[src/rtl/vga_fb_arbiter_if.sv]
// Bus bundle between the frame-buffer arbiter and its environment (reader, writer, RAM).
// master: the pixel-fetch/writer/RAM side; slave: the arbiter.
interface vga_fb_arbiter_if #(
    parameter int unsigned ADDR_W      = 17,
    parameter int unsigned DATA_W      = 8,
    parameter int unsigned WFIFO_DEPTH = 4
);
    localparam int unsigned LVL_W = $clog2(WFIFO_DEPTH) + 1;

    logic              iRD_REQ;
    logic [ADDR_W-1:0] iRD_ADDR;
    logic              oRD_VALID;
    logic [DATA_W-1:0] oRD_DATA;
    logic              iWR_VALID;
    logic [ADDR_W-1:0] iWR_ADDR;
    logic [DATA_W-1:0] iWR_DATA;
    logic              oWR_READY;
    logic              oWR_EMPTY;
    logic [LVL_W-1:0]  oWR_LEVEL;
    logic [15:0]       oSTALL_CNT;
    logic              iVBLANK;
    logic [ADDR_W-1:0] oMEM_ADDR;
    logic              oMEM_WE;
    logic [DATA_W-1:0] oMEM_WDATA;
    logic [DATA_W-1:0] iMEM_RDATA;

    modport master (
        output iRD_REQ, iRD_ADDR, iWR_VALID, iWR_ADDR, iWR_DATA, iVBLANK, iMEM_RDATA,
        input  oRD_VALID, oRD_DATA, oWR_READY, oWR_EMPTY, oWR_LEVEL, oSTALL_CNT,
               oMEM_ADDR, oMEM_WE, oMEM_WDATA
    );

    modport slave (
        input  iRD_REQ, iRD_ADDR, iWR_VALID, iWR_ADDR, iWR_DATA, iVBLANK, iMEM_RDATA,
        output oRD_VALID, oRD_DATA, oWR_READY, oWR_EMPTY, oWR_LEVEL, oSTALL_CNT,
               oMEM_ADDR, oMEM_WE, oMEM_WDATA
    );
endinterface

[src/rtl/vga_fb_arbiter.sv]
// Single-port frame-buffer arbiter: reads win with fixed 2-cycle latency, writes queue in a FIFO
// and commit in reader-idle cycles. Macro FB_ARB_VBLANK_ONLY_EN limits commits to vertical blanking.
module vga_fb_arbiter #(
    parameter int unsigned ADDR_W      = 17,
    parameter int unsigned DATA_W      = 8,
    parameter int unsigned WFIFO_DEPTH = 4
) (
    input  logic            iCLK,
    input  logic            iRST_n,
    vga_fb_arbiter_if.slave bus
);
    localparam int unsigned PTR_W = $clog2(WFIFO_DEPTH);
    localparam int unsigned LVL_W = PTR_W + 1;
    localparam int unsigned CNT_W = 16;

    typedef struct packed {
        logic [ADDR_W-1:0] addr;
        logic [DATA_W-1:0] data;
    } wr_entry_t;

    typedef enum logic [1:0] {GNT_IDLE, GNT_READ, GNT_WRITE} grant_e;

    wr_entry_t         fifo_q [WFIFO_DEPTH];
    wr_entry_t         fifo_d [WFIFO_DEPTH];
    logic [PTR_W-1:0]  wr_ptr_q, wr_ptr_d, rd_ptr_q, rd_ptr_d;
    logic [LVL_W-1:0]  level_q, level_d;
    logic [1:0]        rd_pipe_q, rd_pipe_d;
    logic              rd_valid_q, rd_valid_d;
    logic [DATA_W-1:0] rd_data_q, rd_data_d;
    logic [ADDR_W-1:0] mem_addr_q, mem_addr_d;
    logic              mem_we_q, mem_we_d;
    logic [DATA_W-1:0] mem_wdata_q, mem_wdata_d;
    logic              wr_ready_q, wr_ready_d;
    logic              wr_empty_q, wr_empty_d;
    logic [CNT_W-1:0]  stall_cnt_q, stall_cnt_d;

    grant_e            grant;
    logic              gate_open, push, pop, fifo_empty;
    wr_entry_t         head;

`ifdef FB_ARB_VBLANK_ONLY_EN
    assign gate_open = bus.iVBLANK;
`else
    logic vblank_unused;
    assign vblank_unused = bus.iVBLANK;
    assign gate_open     = 1'b1;
`endif

    // Grant decision, FIFO bookkeeping and next values of every registered output
    always_comb begin
        grant       = GNT_IDLE;
        fifo_d      = fifo_q;
        wr_ptr_d    = wr_ptr_q;
        rd_ptr_d    = rd_ptr_q;
        mem_addr_d  = mem_addr_q;
        mem_wdata_d = mem_wdata_q;
        stall_cnt_d = stall_cnt_q;

        fifo_empty = (level_q == '0);
        head       = fifo_q[rd_ptr_q];
        push       = bus.iWR_VALID && wr_ready_q;

        if (bus.iRD_REQ) begin
            grant = GNT_READ;
        end else if (!fifo_empty && gate_open) begin
            grant = GNT_WRITE;
        end
        pop = (grant == GNT_WRITE);

        if (grant == GNT_READ) begin
            mem_addr_d = bus.iRD_ADDR;
        end else if (pop) begin
            mem_addr_d  = head.addr;
            mem_wdata_d = head.data;
            rd_ptr_d    = rd_ptr_q + PTR_W'(1);
        end
        mem_we_d = pop;

        if (push) begin
            fifo_d[wr_ptr_q] = '{addr: bus.iWR_ADDR, data: bus.iWR_DATA};
            wr_ptr_d         = wr_ptr_q + PTR_W'(1);
        end

        level_d    = level_q + LVL_W'(push) - LVL_W'(pop);
        wr_ready_d = (level_d < LVL_W'(WFIFO_DEPTH));
        wr_empty_d = (level_d == '0) && !pop;

        if (!fifo_empty && !pop && (stall_cnt_q != '1)) begin
            stall_cnt_d = stall_cnt_q + CNT_W'(1);
        end

        // Issue flag rides two stages so capture lines up with the RAM's registered read
        rd_pipe_d  = {rd_pipe_q[0], bus.iRD_REQ};
        rd_valid_d = rd_pipe_q[1];
        rd_data_d  = rd_pipe_q[1] ? bus.iMEM_RDATA : rd_data_q;
    end

    always_ff @(posedge iCLK) begin
        fifo_q <= fifo_d;
    end

    always_ff @(posedge iCLK) begin
        if (!iRST_n) begin
            wr_ptr_q    <= '0;
            rd_ptr_q    <= '0;
            level_q     <= '0;
            rd_pipe_q   <= '0;
            rd_valid_q  <= 1'b0;
            rd_data_q   <= '0;
            mem_addr_q  <= '0;
            mem_we_q    <= 1'b0;
            mem_wdata_q <= '0;
            wr_ready_q  <= 1'b1;
            wr_empty_q  <= 1'b1;
            stall_cnt_q <= '0;
        end else begin
            wr_ptr_q    <= wr_ptr_d;
            rd_ptr_q    <= rd_ptr_d;
            level_q     <= level_d;
            rd_pipe_q   <= rd_pipe_d;
            rd_valid_q  <= rd_valid_d;
            rd_data_q   <= rd_data_d;
            mem_addr_q  <= mem_addr_d;
            mem_we_q    <= mem_we_d;
            mem_wdata_q <= mem_wdata_d;
            wr_ready_q  <= wr_ready_d;
            wr_empty_q  <= wr_empty_d;
            stall_cnt_q <= stall_cnt_d;
        end
    end

    assign bus.oRD_VALID  = rd_valid_q;
    assign bus.oRD_DATA   = rd_data_q;
    assign bus.oWR_READY  = wr_ready_q;
    assign bus.oWR_EMPTY  = wr_empty_q;
    assign bus.oWR_LEVEL  = level_q;
    assign bus.oSTALL_CNT = stall_cnt_q;
    assign bus.oMEM_ADDR  = mem_addr_q;
    assign bus.oMEM_WE    = mem_we_q;
    assign bus.oMEM_WDATA = mem_wdata_q;
endmodule

[src/flat_wrapper.sv]
// flat-port wrapper written by rule: the top's interface ports become plain ports
module vga_fb_arbiter_flat 
#(
    parameter int unsigned ADDR_W      = 17,
    parameter int unsigned DATA_W      = 8,
    parameter int unsigned WFIFO_DEPTH = 4
)
  (iCLK, iRST_n, bus_iRD_REQ, bus_iRD_ADDR, bus_iWR_VALID, bus_iWR_ADDR, bus_iWR_DATA, bus_iVBLANK, bus_iMEM_RDATA, bus_oRD_VALID, bus_oRD_DATA, bus_oWR_READY, bus_oWR_EMPTY, bus_oWR_LEVEL, bus_oSTALL_CNT, bus_oMEM_ADDR, bus_oMEM_WE, bus_oMEM_WDATA);
  vga_fb_arbiter_if #(.ADDR_W(ADDR_W), .DATA_W(DATA_W), .WFIFO_DEPTH(WFIFO_DEPTH)) bus_i ();
  input  logic iCLK;
  input  logic iRST_n;
  input wire logic [$bits(bus_i.iRD_REQ)-1:0] bus_iRD_REQ;
  input wire logic [$bits(bus_i.iRD_ADDR)-1:0] bus_iRD_ADDR;
  input wire logic [$bits(bus_i.iWR_VALID)-1:0] bus_iWR_VALID;
  input wire logic [$bits(bus_i.iWR_ADDR)-1:0] bus_iWR_ADDR;
  input wire logic [$bits(bus_i.iWR_DATA)-1:0] bus_iWR_DATA;
  input wire logic [$bits(bus_i.iVBLANK)-1:0] bus_iVBLANK;
  input wire logic [$bits(bus_i.iMEM_RDATA)-1:0] bus_iMEM_RDATA;
  output wire logic [$bits(bus_i.oRD_VALID)-1:0] bus_oRD_VALID;
  output wire logic [$bits(bus_i.oRD_DATA)-1:0] bus_oRD_DATA;
  output wire logic [$bits(bus_i.oWR_READY)-1:0] bus_oWR_READY;
  output wire logic [$bits(bus_i.oWR_EMPTY)-1:0] bus_oWR_EMPTY;
  output wire logic [$bits(bus_i.oWR_LEVEL)-1:0] bus_oWR_LEVEL;
  output wire logic [$bits(bus_i.oSTALL_CNT)-1:0] bus_oSTALL_CNT;
  output wire logic [$bits(bus_i.oMEM_ADDR)-1:0] bus_oMEM_ADDR;
  output wire logic [$bits(bus_i.oMEM_WE)-1:0] bus_oMEM_WE;
  output wire logic [$bits(bus_i.oMEM_WDATA)-1:0] bus_oMEM_WDATA;
  assign bus_i.iRD_REQ = bus_iRD_REQ;
  assign bus_i.iRD_ADDR = bus_iRD_ADDR;
  assign bus_i.iWR_VALID = bus_iWR_VALID;
  assign bus_i.iWR_ADDR = bus_iWR_ADDR;
  assign bus_i.iWR_DATA = bus_iWR_DATA;
  assign bus_i.iVBLANK = bus_iVBLANK;
  assign bus_i.iMEM_RDATA = bus_iMEM_RDATA;
  assign bus_oRD_VALID = bus_i.oRD_VALID;
  assign bus_oRD_DATA = bus_i.oRD_DATA;
  assign bus_oWR_READY = bus_i.oWR_READY;
  assign bus_oWR_EMPTY = bus_i.oWR_EMPTY;
  assign bus_oWR_LEVEL = bus_i.oWR_LEVEL;
  assign bus_oSTALL_CNT = bus_i.oSTALL_CNT;
  assign bus_oMEM_ADDR = bus_i.oMEM_ADDR;
  assign bus_oMEM_WE = bus_i.oMEM_WE;
  assign bus_oMEM_WDATA = bus_i.oMEM_WDATA;
  vga_fb_arbiter #(.ADDR_W(ADDR_W), .DATA_W(DATA_W), .WFIFO_DEPTH(WFIFO_DEPTH)) u_core (.iCLK(iCLK), .iRST_n(iRST_n), .bus(bus_i));
endmodule
[config.mk]
export PLATFORM = sky130hd
export DESIGN_NAME = vga_fb_arbiter_flat
export DESIGN_NICKNAME = d
export VERILOG_FILES = /design/src/rtl/vga_fb_arbiter_if.sv /design/src/rtl/vga_fb_arbiter.sv /design/src/flat_wrapper.sv
export SDC_FILE = /design/constraint.sdc
export NUM_CORES = 1
export LEC_CHECK = 0
export BUFFER_PORTS_ARGS = -buffer_cell sky130_fd_sc_hd__buf_2
export CAP_MARGIN = 20
export CORE_ASPECT_RATIO = 0.8
export CORE_MARGIN = 4
export CORE_UTILIZATION = 45
export CTS_BUF_LIST = sky130_fd_sc_hd__clkbuf_8
export CTS_CLUSTER_DIAMETER = 50
export CTS_CLUSTER_SIZE = 40
export DETAILED_ROUTE_END_ITERATION = 10
export PLACE_DENSITY = 0.74
export SLEW_MARGIN = 5
export SYNTH_ARGS = -nofsm -noshare
export SYNTH_HDL_FRONTEND = slang
export SYNTH_SLANG_ARGS = --single-unit
[constraint.sdc]
create_clock -name iCLK -period 3.85 [get_ports iCLK]
set_input_delay 1.155 -clock iCLK [delete_from_list [all_inputs] [get_ports iCLK]]
set_output_delay 1.155 -clock iCLK [all_outputs]
set_load 0.1 [all_outputs]
==> results.toml <==
[floorplanning]
core_region_area_sq_mm = 0.0136
start_util_pct = 46.1
die_w_um = 140
die_h_um = 114
die-area_sq_mm = 0.0159
fp-row-count = 38
ios = 111

[min_path]
holdPathStages = 1
hold_path_class = "reg2reg"
holdPathEnd = "u_core.rd_pipe_q[1]$_SDFF_PN0_"
hp-start = "u_core.rd_pipe_q[0]$_SDFF_PN0_"

[sta]
tightest_slew_ns = 0.963
grt_setup_unrepaired = "false"
fmax_ghz = 0.358
fin_crit_sh_pct = 72.5
relSlewSlack_pct = 35.8
period_needed_ns = 2.79
fin_setup_tns_ns = 0
finClkSkew_ns = 0.0141
drv_slew = 0
worst_slack_ns = 1.06
report.final.setup_viol = 0
hold_viol = 0

[setup_path]
cp-end-kind = "register"
timing.rr.end = "u_core.bus.oWR_EMPTY$_SDFF_PN1_"
required_ns = 4.18
crit_fanout = 10
start_kind = "input port"
cpMaxStageDelayCell = "fa_1"
crit_path_max_incr_delay_ns = 0.37
path_class = "in2reg"
rr_worst_depth = 10
r2r_start = "u_core.bus.oWR_LEVEL[1]$_SDFF_PN0_"
arrival_ns = 3.12
r2r_slack_ns = 1.25
cp_cell_sequence = "buf_2 > inv_1 > nand2_1 > nor2_1 > a21o_1 > ha_1 > inv_1 > fa_1 > xnor2_1 > xnor2_1 > o41ai_1"

[clock_network]
cts_resized = 0
clk_path_buf_depth = 2
htreeDepth = 4
numCtsBuffers = 17
cts.sinks = 162
clk_latency_ns = 0.45
postCtsSetupBuffers = 0
cts_root_buf = "clkbuf_8"
holdBufCountCts = 0
cts_tree = "done"
clk_pin_slew_ns = 0.09

[power_and_ir_drop]
sw_frac_of_total_pct = 37.6
clkPwrFrac_pct = 26.0
ir_drop_mv = 0.413
seqPwrFrac_pct = 43.7
power.internal_mw = 3.17
pwr_density_cell_mw_per_mm2 = 679
p_total_mw = 5.08
p_leak_nw = 2.79
comb_power_share_pct = 30.3
p_sw_mw = 1.91

[detailed_routing]
ant_nets = 0
drt_iter0_drc = 237
dr_total_vias = 4046
viasPerCell = 5.37
post_drt_wl_per_cell_um = 18.1
drc = 0
drt_pass1_iterations = 4
routed_wl_um = 13600

[logic_synthesis]
synthTopCellsByArea = "edfxtp_1, dfxtp_1, mux4_2, a21oi_1, nand2_1"
synth_nets = 507
ys_ff_latch = 162
syn_area_per_cell_sq_um = 14.1
syn_inst = 445
synth_top_area_share_pct = 47.9
yosys_warnings = 0
ys_types = 43
synth.cell_area_sq_mm = 0.00627
synth_flop_cell = "edfxtp_1"
synth_area_leader_cell = "edfxtp_1"
seq_area_frac_synth_pct = 67.7
synth-edff-count = 100
async_flop_share_pct = 0

[finish]
diodes = 0
nNetsFinal = 623
fill_cells = 1146
final_layout_size_suffix_gt1_share_pct = 32.2
layout_commonest_cell = "buf_2"
area_delta_synth_final_pct = 19.3
layout_common_cells = "buf_2, edfxtp_1, dfxtp_1, a21oi_1, nand2_1"
layout.cells.non_filler = 754

[grt]
track_usage_pct = 17.9
antenna_found_initial = 1
grt_pass1_wl_um = 21700
grt_overflow = 0
first_global_vias = 4129
grt_max_degree = 36

[place]
dp_worst_setup_slack_ns = 0.599
gp_congestion = 0.856
dp_hpwl_um = 8900
placed_cells = 720
port_buffers = 109

[run_status]
outcome = "completed"

[flow_run]
cap_viol_max_count = 0
power by group through the flow:
stage | Combinational [mW] | Sequential, mW | Clock [mW]
finish | 1.54 | 2.22 | 1.32
global route | 1.63 | 2.26 | 1.44
CTS | 1.53 | 2.24 | 1.35
detailed placement | 1.53 | 2.28 | 0
global placement | 1.50 | 2.26 | 0
floorplan | 0.651 | 2.80 | 0
sequential cells by signal, indices dropped and copies added (netlist names):
register               flops
u_core.fifo_q            100
u_core.bus.oMEM_ADDR      17
u_core.bus.oSTALL_CNT     16
u_core.bus.oMEM_WDATA      8
u_core.bus.oRD_DATA        8
u_core.bus.oWR_LEVEL       3
u_core.rd_pipe_q           2
u_core.rd_ptr_q            2
u_core.wr_ptr_q            2
u_core.bus.oMEM_WE         1
u_core.bus.oRD_VALID       1
u_core.bus.oWR_EMPTY       1
u_core.bus.oWR_READY       1
cell usage after synthesis (2+ instances only):
cell type and instances:
edfxtp_1 100, dfxtp_1 62, a21oi_1 54, nand2_1 49
mux4_2 25, o21ai_0 22, nor2_1 17, clkbuf_1 13
mux2i_1 11, inv_1 9, and3_1 6, ha_1 6
o31ai_1 6, buf_2 5, nand3_1 5, nand4_1 5
nor4_1 5, or4_1 5, and2_1 4, or3_1 4
xnor2_1 4, buf_4 3, nand2b_1 3, buf_1 2
o31a_1 2
per-layer routing:
layer  wire length, um  global-route usage (%)
met4               182                    6.84
met5                 7                       0
met1              5820                    23.5
met2              6640                    28.4
met3               985                    5.53
kinds of logic after synthesis:
family                     after synthesis  synth area share (%)
buffers and inverters                   33                  2.25
adders and majority gates                7                  1.52
and+or+nand+nor                        113                  9.36
muxes                                   36                  10.7
AOI/OAI and AO/OA                       89                  7.76
DFF                                    162                  67.7
xor gates and xnor gates                 5                 0.698
worst max-delay path: cells and delay by family:
family                   cells  cell delay (ns)
XOR/XNOR                     2             0.33
AO/OA/AOI/OAI                2             0.40
AND/OR/NAND/NOR              2             0.50
adder cells (fa/ha/maj)      2             0.50
buffers and inverters        3             0.24
worst max-delay path by stage:
stage	startpoint	endpoint	slack, ns	cells past startpoint
after floorplan	u_core.bus.oWR_LEVEL[1]$_SDFF_PN0_	u_core.bus.oWR_EMPTY$_SDFF_PN1_	0.61	11
after global placement	bus_iRD_REQ	u_core.bus.oWR_READY$_SDFF_PN1_	0.75	12
after detailed placement	bus_iRD_REQ	u_core.bus.oWR_EMPTY$_SDFF_PN1_	0.60	11
after CTS	bus_iRD_REQ	u_core.bus.oWR_EMPTY$_SDFF_PN1_	1.08	11
after global routing	bus_iRD_REQ	u_core.bus.oWR_EMPTY$_SDFF_PN1_	0.86	11
final	bus_iRD_REQ	u_core.bus.oWR_EMPTY$_SDFF_PN1_	1.06	11
layout make-up:
type                    instances  area (sq um)  area share, %
multi-input cells             250          1890           25.2
clock buffers                  19           262           3.49
inverters                      10          37.5          0.502
repair buffers                120           656           8.76
well taps                     180           225           3.01
flip-flops and latches        162          4250           56.7
clock inverters                13           173           2.31
stage by stage:
stage / area (sq um) / util (%) / hold slack [ns]
after floorplan: 6270 / - / 0.412
after global placement: 7010 / 51.5 / 0.423
after detailed placement: 7010 / 51.5 / 0.423
after CTS: 7440 / 54.7 / 0.449
after global routing: 7480 / 55.0 / 0.485
final: 7480 / 55.0 / 0.447
Note: power is estimated with default switching activity, not from simulation.
